[src/rtl/vga_overlay_mixer.sv]
// vga_overlay_mixer: bit-plane pixel to RGB mixer with crosshair/blink cursor, border and test bars.
// Latency: 2 VCLK cycles from pixel/sync inputs to oVGA_* outputs; oFRAME_TICK 1 cycle after iVSYNC rises.
// Backpressure: none; one pixel per VCLK, the downstream transmitter must accept every cycle.
module vga_overlay_mixer #(
  parameter int ADDR_WIDTH   = 11,
  parameter int HACTIVE      = 640,
  parameter int VACTIVE      = 480,
  parameter int PIXEL_WIDTH  = 8,
  parameter int NUM_PLANES   = 6,
  parameter logic [PIXEL_WIDTH-1:0]   MASK_LEVEL = 8'hC0,
  parameter logic [3*PIXEL_WIDTH-1:0] CURSOR_RGB = 24'hFF0000,
  parameter logic [3*PIXEL_WIDTH-1:0] BORDER_RGB = 24'h00FF00,
  parameter int BLINK_FRAMES = 30
) (
  input  logic                   VCLK,
  input  logic                   RST,
  input  logic                   iVSYNC,
  input  logic                   iHSYNC,
  input  logic                   iDE,
  input  logic [ADDR_WIDTH-1:0]  iH_ADDR,
  input  logic [ADDR_WIDTH-1:0]  iV_ADDR,
  input  logic [NUM_PLANES-1:0]  iPLANE_BITS,
  input  logic [1:0]             iMODE,
  input  logic                   iCURSOR_EN,
  input  logic                   iBLINK_EN,
  input  logic [ADDR_WIDTH-1:0]  iPOINT_X,
  input  logic [ADDR_WIDTH-1:0]  iPOINT_Y,
  output logic                   oVGA_HSYNC,
  output logic                   oVGA_VSYNC,
  output logic                   oVGA_DE,
  output logic [PIXEL_WIDTH-1:0] oVGA_R,
  output logic [PIXEL_WIDTH-1:0] oVGA_G,
  output logic [PIXEL_WIDTH-1:0] oVGA_B,
  output logic                   oFRAME_TICK
);

  localparam int NG  = NUM_PLANES - 1;
  localparam int FCW = (BLINK_FRAMES > 1) ? $clog2(BLINK_FRAMES) : 1;
  localparam logic [FCW-1:0]        BLINK_LAST = FCW'(BLINK_FRAMES - 1);
  localparam logic [ADDR_WIDTH-1:0] H_LAST     = ADDR_WIDTH'(HACTIVE - 1);
  localparam logic [ADDR_WIDTH-1:0] V_LAST     = ADDR_WIDTH'(VACTIVE - 1);
  localparam logic [ADDR_WIDTH-1:0] BAR_DIV    = ADDR_WIDTH'(HACTIVE / 8);
  localparam logic [ADDR_WIDTH-1:0] ONE        = ADDR_WIDTH'(1);

  // frame-rate state
  logic                  vs_q;
  logic                  vs_rise;
  logic [ADDR_WIDTH-1:0] shadow_x, shadow_y;
  logic [FCW-1:0]        frame_cnt;
  logic                  blink_phase;

  // stage-0 combinational compares
  logic [ADDR_WIDTH-1:0] dh, dv, bar_full;
  logic                  line_c, near_c, edge_c, cur_vis_c;
  logic [2:0]            bar_c;

  // stage-1 registers
  logic                  s1_de, s1_hs, s1_vs;
  logic [NUM_PLANES-1:0] s1_planes;
  logic [1:0]            s1_mode;
  logic                  s1_line, s1_near, s1_edge, s1_cur_en, s1_cur_vis;
  logic [2:0]            s1_bar;

  // stage-2 colour
  logic [NG-1:0]                grey_msb;
  logic [NG+PIXEL_WIDTH-1:0]    grey_pad;
  logic [PIXEL_WIDTH-1:0]       grey, mask_g;
  logic [3*PIXEL_WIDTH-1:0]     rgb_c;

  assign vs_rise = iVSYNC & ~vs_q;

  // Frame edge: tick, shadow the cursor position, advance blink counter/phase
  always_ff @(posedge VCLK or posedge RST) begin
    if (RST) begin
      vs_q        <= 1'b0;
      oFRAME_TICK <= 1'b0;
      shadow_x    <= '0;
      shadow_y    <= '0;
      frame_cnt   <= '0;
      blink_phase <= 1'b1;
    end else begin
      vs_q        <= iVSYNC;
      oFRAME_TICK <= vs_rise;
      if (vs_rise) begin
        shadow_x <= iPOINT_X;
        shadow_y <= iPOINT_Y;
        if (frame_cnt == BLINK_LAST) begin
          frame_cnt   <= '0;
          blink_phase <= ~blink_phase;
        end else begin
          frame_cnt <= frame_cnt + 1'b1;
        end
      end
    end
  end

  // Cursor/border compares against the shadowed position; abs distance avoids wrap-around
  always_comb begin
    dh        = (iH_ADDR >= shadow_x) ? (iH_ADDR - shadow_x) : (shadow_x - iH_ADDR);
    dv        = (iV_ADDR >= shadow_y) ? (iV_ADDR - shadow_y) : (shadow_y - iV_ADDR);
    line_c    = (iH_ADDR == shadow_x) | (iV_ADDR == shadow_y);
    near_c    = (dh <= ONE) & (dv <= ONE);
    edge_c    = (iH_ADDR == '0) | (iH_ADDR == H_LAST) | (iV_ADDR == '0) | (iV_ADDR == V_LAST);
    bar_full  = iH_ADDR / BAR_DIV;
    bar_c     = (bar_full > ADDR_WIDTH'(7)) ? 3'd7 : bar_full[2:0];
    cur_vis_c = iCURSOR_EN & (~iBLINK_EN | blink_phase);
  end

  // Stage 1: register pixel, timing and compare results
  always_ff @(posedge VCLK or posedge RST) begin
    if (RST) begin
      s1_de      <= 1'b0;
      s1_hs      <= 1'b0;
      s1_vs      <= 1'b0;
      s1_planes  <= '0;
      s1_mode    <= 2'd0;
      s1_line    <= 1'b0;
      s1_near    <= 1'b0;
      s1_edge    <= 1'b0;
      s1_cur_en  <= 1'b0;
      s1_cur_vis <= 1'b0;
      s1_bar     <= 3'd0;
    end else begin
      s1_de      <= iDE;
      s1_hs      <= iHSYNC;
      s1_vs      <= iVSYNC;
      s1_planes  <= iPLANE_BITS;
      s1_mode    <= iMODE;
      s1_line    <= line_c;
      s1_near    <= near_c;
      s1_edge    <= edge_c;
      s1_cur_en  <= iCURSOR_EN;
      s1_cur_vis <= cur_vis_c;
      s1_bar     <= bar_c;
    end
  end

  // Colour select: blanking, then cursor lines, then per-mode rendering
  always_comb begin
    grey_msb = '0;
    for (int k = 0; k < NG; k++) begin
      grey_msb[NG-1-k] = s1_planes[1+k];
    end
    grey_pad = {grey_msb, {PIXEL_WIDTH{1'b0}}};
    grey     = grey_pad[NG+PIXEL_WIDTH-1 -: PIXEL_WIDTH];

    mask_g = s1_planes[0] ? MASK_LEVEL : '0;
    if (s1_cur_en & (s1_edge | s1_near)) begin
      mask_g = s1_planes[0] ? '0 : MASK_LEVEL;
    end

    rgb_c = '0;
    if (!s1_de) begin
      rgb_c = '0;
    end else if (s1_cur_vis & s1_line & (s1_mode != 2'd3)) begin
      rgb_c = CURSOR_RGB;
    end else begin
      case (s1_mode)
        2'd0:    rgb_c = {mask_g, mask_g, mask_g};
        2'd1:    rgb_c = {grey, grey, grey};
        2'd2:    rgb_c = s1_edge ? BORDER_RGB : {grey, grey, grey};
        default: rgb_c = {{PIXEL_WIDTH{s1_bar[2]}}, {PIXEL_WIDTH{s1_bar[1]}}, {PIXEL_WIDTH{s1_bar[0]}}};
      endcase
    end
  end

  // Stage 2: register colour and the matching sync/DE
  always_ff @(posedge VCLK or posedge RST) begin
    if (RST) begin
      oVGA_HSYNC <= 1'b0;
      oVGA_VSYNC <= 1'b0;
      oVGA_DE    <= 1'b0;
      oVGA_R     <= '0;
      oVGA_G     <= '0;
      oVGA_B     <= '0;
    end else begin
      oVGA_HSYNC <= s1_hs;
      oVGA_VSYNC <= s1_vs;
      oVGA_DE    <= s1_de;
      oVGA_R     <= rgb_c[3*PIXEL_WIDTH-1 -: PIXEL_WIDTH];
      oVGA_G     <= rgb_c[2*PIXEL_WIDTH-1 -: PIXEL_WIDTH];
      oVGA_B     <= rgb_c[PIXEL_WIDTH-1:0];
    end
  end

endmodule

[config.mk]
export PLATFORM = sky130hd
export DESIGN_NAME = vga_overlay_mixer
export DESIGN_NICKNAME = d
export VERILOG_FILES = /design/src/rtl/vga_overlay_mixer.sv
export SDC_FILE = /design/constraint.sdc
export NUM_CORES = 1
export LEC_CHECK = 0
export BUFFER_PORTS_ARGS = -buffer_cell sky130_fd_sc_hd__buf_2
export CELL_PAD_IN_SITES_DETAIL_PLACEMENT = 0
export CELL_PAD_IN_SITES_GLOBAL_PLACEMENT = 1
export CORE_MARGIN = 4
export CORE_UTILIZATION = 39
export DETAILED_ROUTE_END_ITERATION = 10
export GPL_ROUTABILITY_DRIVEN = 0
export PLACE_DENSITY_LB_ADDON = 0.1
export SETUP_SLACK_MARGIN = 0.05
export SLEW_MARGIN = 20
export SYNTH_ARGS = -nofsm -noshare
export SYNTH_HDL_FRONTEND = slang
export SYNTH_SLANG_ARGS = --single-unit
[constraint.sdc]
create_clock -name VCLK -period 2.39 [get_ports VCLK]
set_input_delay 0.239 -clock VCLK [delete_from_list [all_inputs] [get_ports VCLK]]
set_output_delay 0.239 -clock VCLK [all_outputs]
set_load 0.005 [all_outputs]
==> impl_metrics.py <==
metrics = {
    "status": {
        "status": "complete, but fails checks",
        "violations": "setup timing",
    },
    "clock_tree": {
        "root_buffer": "clkbuf_16",
        "cts_num_sinks": 69,
        "numCtsBuffers": 9,
        "clk_latency_ns": 0.34,
        "path_clk_slew_ns": 0.07,
        "clk_path_buf_depth": 2,
        "htreeDepth": 3,
        "cts_tree": "built",
    },
    "sta": {
        "clock_skew_ns": 0.01058,
        "setup_viol": 1,
        "fin_ws_ns": -0.3687,
        "rsz0062_at_grt": "true",
        "fin_crit_ns": 2.759,
        "fmax_mhz": 362.5,
        "relSlewSlack": 0.5479,
        "worst-slew-pin-transition_ns": 0.6771,
        "hold_violations": 0,
        "slew_violations": 0,
        "fin_crit_sh": 1.154,
    },
    "global_routing": {
        "grt_pass1_vias": 4971,
        "antenna_found_initial": 0,
        "track_usage": 0.2046,
        "grt_remaining_overflow": 0,
        "grt_max_degree": 39,
        "grt_first_pass_wirelength_mm": 24.07,
    },
    "floorplan": {
        "fp.dieArea_um2": 14620,
        "fp.dieH_um": 120.9,
        "core_um2": 12260,
        "die_x_um": 120.9,
        "initial_core_util": 0.4054,
        "num_rows": 40,
        "pin_count": 87,
    },
    "layout": {
        "fillers": 1129,
        "final_cell_mix": "buf_4, buf_2, dfrtp_1",
        "drive_gt1_frac": 0.3638,
        "area_delta_synth_final_pct": 40.90,
        "n_antenna_cell": 0,
        "fin_area_um2": 7004,
        "fin_nets": 880,
        "final_common_cell": "buf_4",
    },
    "detailed_routing": {
        "wl_met3_um": 442,
        "ant_nets": 0,
        "drc": 0,
        "top_layer": "met4",
        "via_count": 4783,
        "first_pass_iters": 4,
        "wl_met1_mm": 6.354,
        "drt-initial-drc-count": 193,
        "wl_mm": 14.35,
        "wire_per_inst_um": 15.17,
        "via_per_inst": 5.056,
        "wl_met2_mm": 7.373,
    },
    "critical_path": {
        "path_class": "flip-flop to flip-flop",
        "path_max_fanout": 5,
        "cp.required_ns": 2.63,
        "start_kind": "flip-flop",
        "cp_top_family": "simple AND/OR/NAND/NOR gates",
        "cp_slowest_cell": "dfrtp_1",
        "slowest_delay_ns": 0.38,
        "cp-end-kind": "flip-flop",
        "crit_arrival_ns": 3.00,
        "crit_path_cell_trace": "ha_1 > and4_4 > nand3_2 > a31o_2 > nand3_4 > mux2i_1 > xnor2_1 > nor4_2 > buf_4 > nand4_1 > a311oi_2",
        "crit_buf_inv": 1,
    },
    "synth": {
        "syn-cell-area_um2": 4971,
        "synthArstFlopShare": 1.000,
        "syn_inst": 568,
        "synth_area_per_cell_um2": 8.752,
        "synth.distinct_cells": 77,
        "ys.flop_type": "dfrtp_1",
        "syn-num-nets": 675,
        "synth_enable_flop_cells": 0,
        "synth-seq-cells": 69,
        "seq_area_frac_synth": 0.3476,
        "ys_warn_count": 0,
    },
    "placement": {
        "dp_slack_ns": -0.5917,
        "place_area_um2": 6434,
        "dpl.hpwl_mm": 11.53,
        "portBuffers": 86,
    },
    "power_and_ir_drop": {
        "powerDensity_nw_per_um2": 660.3,
        "design_power_total_w": 0.004625,
        "ir_drop_v": 0.0004998,
        "p_leak_nw": 3.474,
    },
    "hold_path": {
        "hold_class": "input port to async pin",
    },
    "run": {
        "cap_violations": 0,
    },
}
==> registers in the layout (all words and copies together), names as in the netlist <==
| register | cells |
|---|---|
| s1_bar | 3 |
| s1_planes | 6 |
| shadow_y | 11 |
| frame_cnt | 5 |
| s1_line | 1 |
| oVGA_VSYNC | 1 |
| s1_cur_en | 1 |
| s1_cur_vis | 1 |
| s1_hs | 1 |
| s1_mode | 2 |
| oFRAME_TICK | 1 |
| blink_phase | 1 |
| s1_de | 1 |
| s1_edge | 1 |
| oVGA_DE | 1 |
| s1_vs | 1 |
| oVGA_R | 6 |
| oVGA_HSYNC | 1 |
| s1_near | 1 |
| oVGA_B | 6 |
| shadow_x | 11 |
| oVGA_G | 6 |
==> final timing paths <==
kind / slack (ns) / depth (start not counted) / startpoint / endpoint
hold reg to reg: 0.35 / 0 / s1_hs$_DFF_PP0_ / oVGA_HSYNC$_DFF_PP0_
min in group VCLK: 0.02 / 1 / iPLANE_BITS[0] / s1_planes[0]$_DFF_PP0_
setup / recovery: -0.37 / 11 / shadow_x[6]$_DFFE_PP0P_ / s1_near$_DFF_PP0_
max in group asynchronous: 1.68 / 3 / RST / blink_phase$_DFFE_PP1P_
hold / removal: 0.003 / 2 / RST / oVGA_HSYNC$_DFF_PP0_
setup reg to reg: -0.37 / 11 / shadow_x[6]$_DFFE_PP0P_ / s1_near$_DFF_PP0_
==> power by group <==
group          switching, W  leakage, nW  internal (W)
Combinational      0.000933         2.48      0.000914
Clock              0.000569        0.145      0.000824
Sequential        0.0000915        0.850       0.00129
==> worst reg2reg max path, stage by stage (launching register included) <==
cell      delay, ns
dfrtp_1        0.38
ha_1           0.33
and4_4         0.24
nand3_2        0.12
a31o_2         0.30
nand3_4        0.14
mux2i_1        0.23
xnor2_1        0.10
nor4_2         0.35
buf_4          0.17
nand4_1        0.10
a311oi_2       0.20
==> synth_stat cells, drive strengths merged, types with 4 or more instances <==
cell | n | area share
and2 | 4 | 0.0050
mux2i | 7 | 0.014
nand2 | 57 | 0.045
xnor2 | 8 | 0.014
ha | 44 | 0.11
nand4 | 11 | 0.014
a31oi | 6 | 0.0076
a21oi | 40 | 0.041
nand3 | 20 | 0.024
nand2b | 5 | 0.0063
or3 | 5 | 0.0063
and4 | 5 | 0.0098
o211ai | 4 | 0.0060
fa | 4 | 0.016
clkbuf | 12 | 0.0093
o21ai | 55 | 0.056
and3 | 5 | 0.0063
buf | 15 | 0.024
a211oi | 9 | 0.018
nor4 | 8 | 0.011
a21o | 10 | 0.015
nor3 | 8 | 0.0081
o21a | 5 | 0.0076
dfrtp | 68 | 0.34
inv | 62 | 0.047
nor2 | 33 | 0.026
xor2 | 7 | 0.012
o31ai | 8 | 0.013
or2 | 4 | 0.0050
==> per-layer routing <==
layer	vias up	global-route usage
met1	2276	0.2535
met5	-	0
li1	2412	-
met2	83	0.3671
met3	12	0.03403
met4	0	0.05382
==> layout make-up <==
class	count	area [µm²]	share of cell area
Multi-Input combinational cell	409	3038	0.4337
Sequential cell	69	1728	0.2467
Tap cell	168	210.2	0.03001
Inverter	63	236.5	0.03376
Timing Repair Buffer	221	1484	0.2119
Clock inverter	7	82.58	0.01179
Clock buffer	9	225.2	0.03215
==> timing repair <==
action                     4_1_cts  5_1_grt
hold endpoints to repair         4        2
setup endpoints to repair        1        1
pin swaps                        8        3
cloned                           0        0
resized for setup               21        9
hold buffers                     4        2
buffers inserted                 4        1
==> cell families after synthesis <==
logic type / Yosys count / share of synthesized area
flip-flops: 69 / 0.3476
XOR/XNOR: 15 / 0.02643
buffers and inverters: 90 / 0.08130
adder cells (fa/ha/maj): 49 / 0.1289
multiplexers: 7 / 0.01410
AO/OA/AOI/OAI: 167 / 0.2263
AND/OR/NAND/NOR: 171 / 0.1754
==> stage by stage <==
stage	cells	hold WS, ns	util	TNS, ns
final	946	0.002695	0.5712	-0.3687
after global routing	946	0.001858	0.5712	-0.4726
after CTS	943	0.0008042	0.5661	-0.3506
after detailed placement	919	0.3395	0.5247	-0.5917
after global placement	919	0.3330	0.5247	-0.4769
after floorplan	568	0.2704	-	-0.1984
Note: power is estimated with default switching activity, not from simulation.
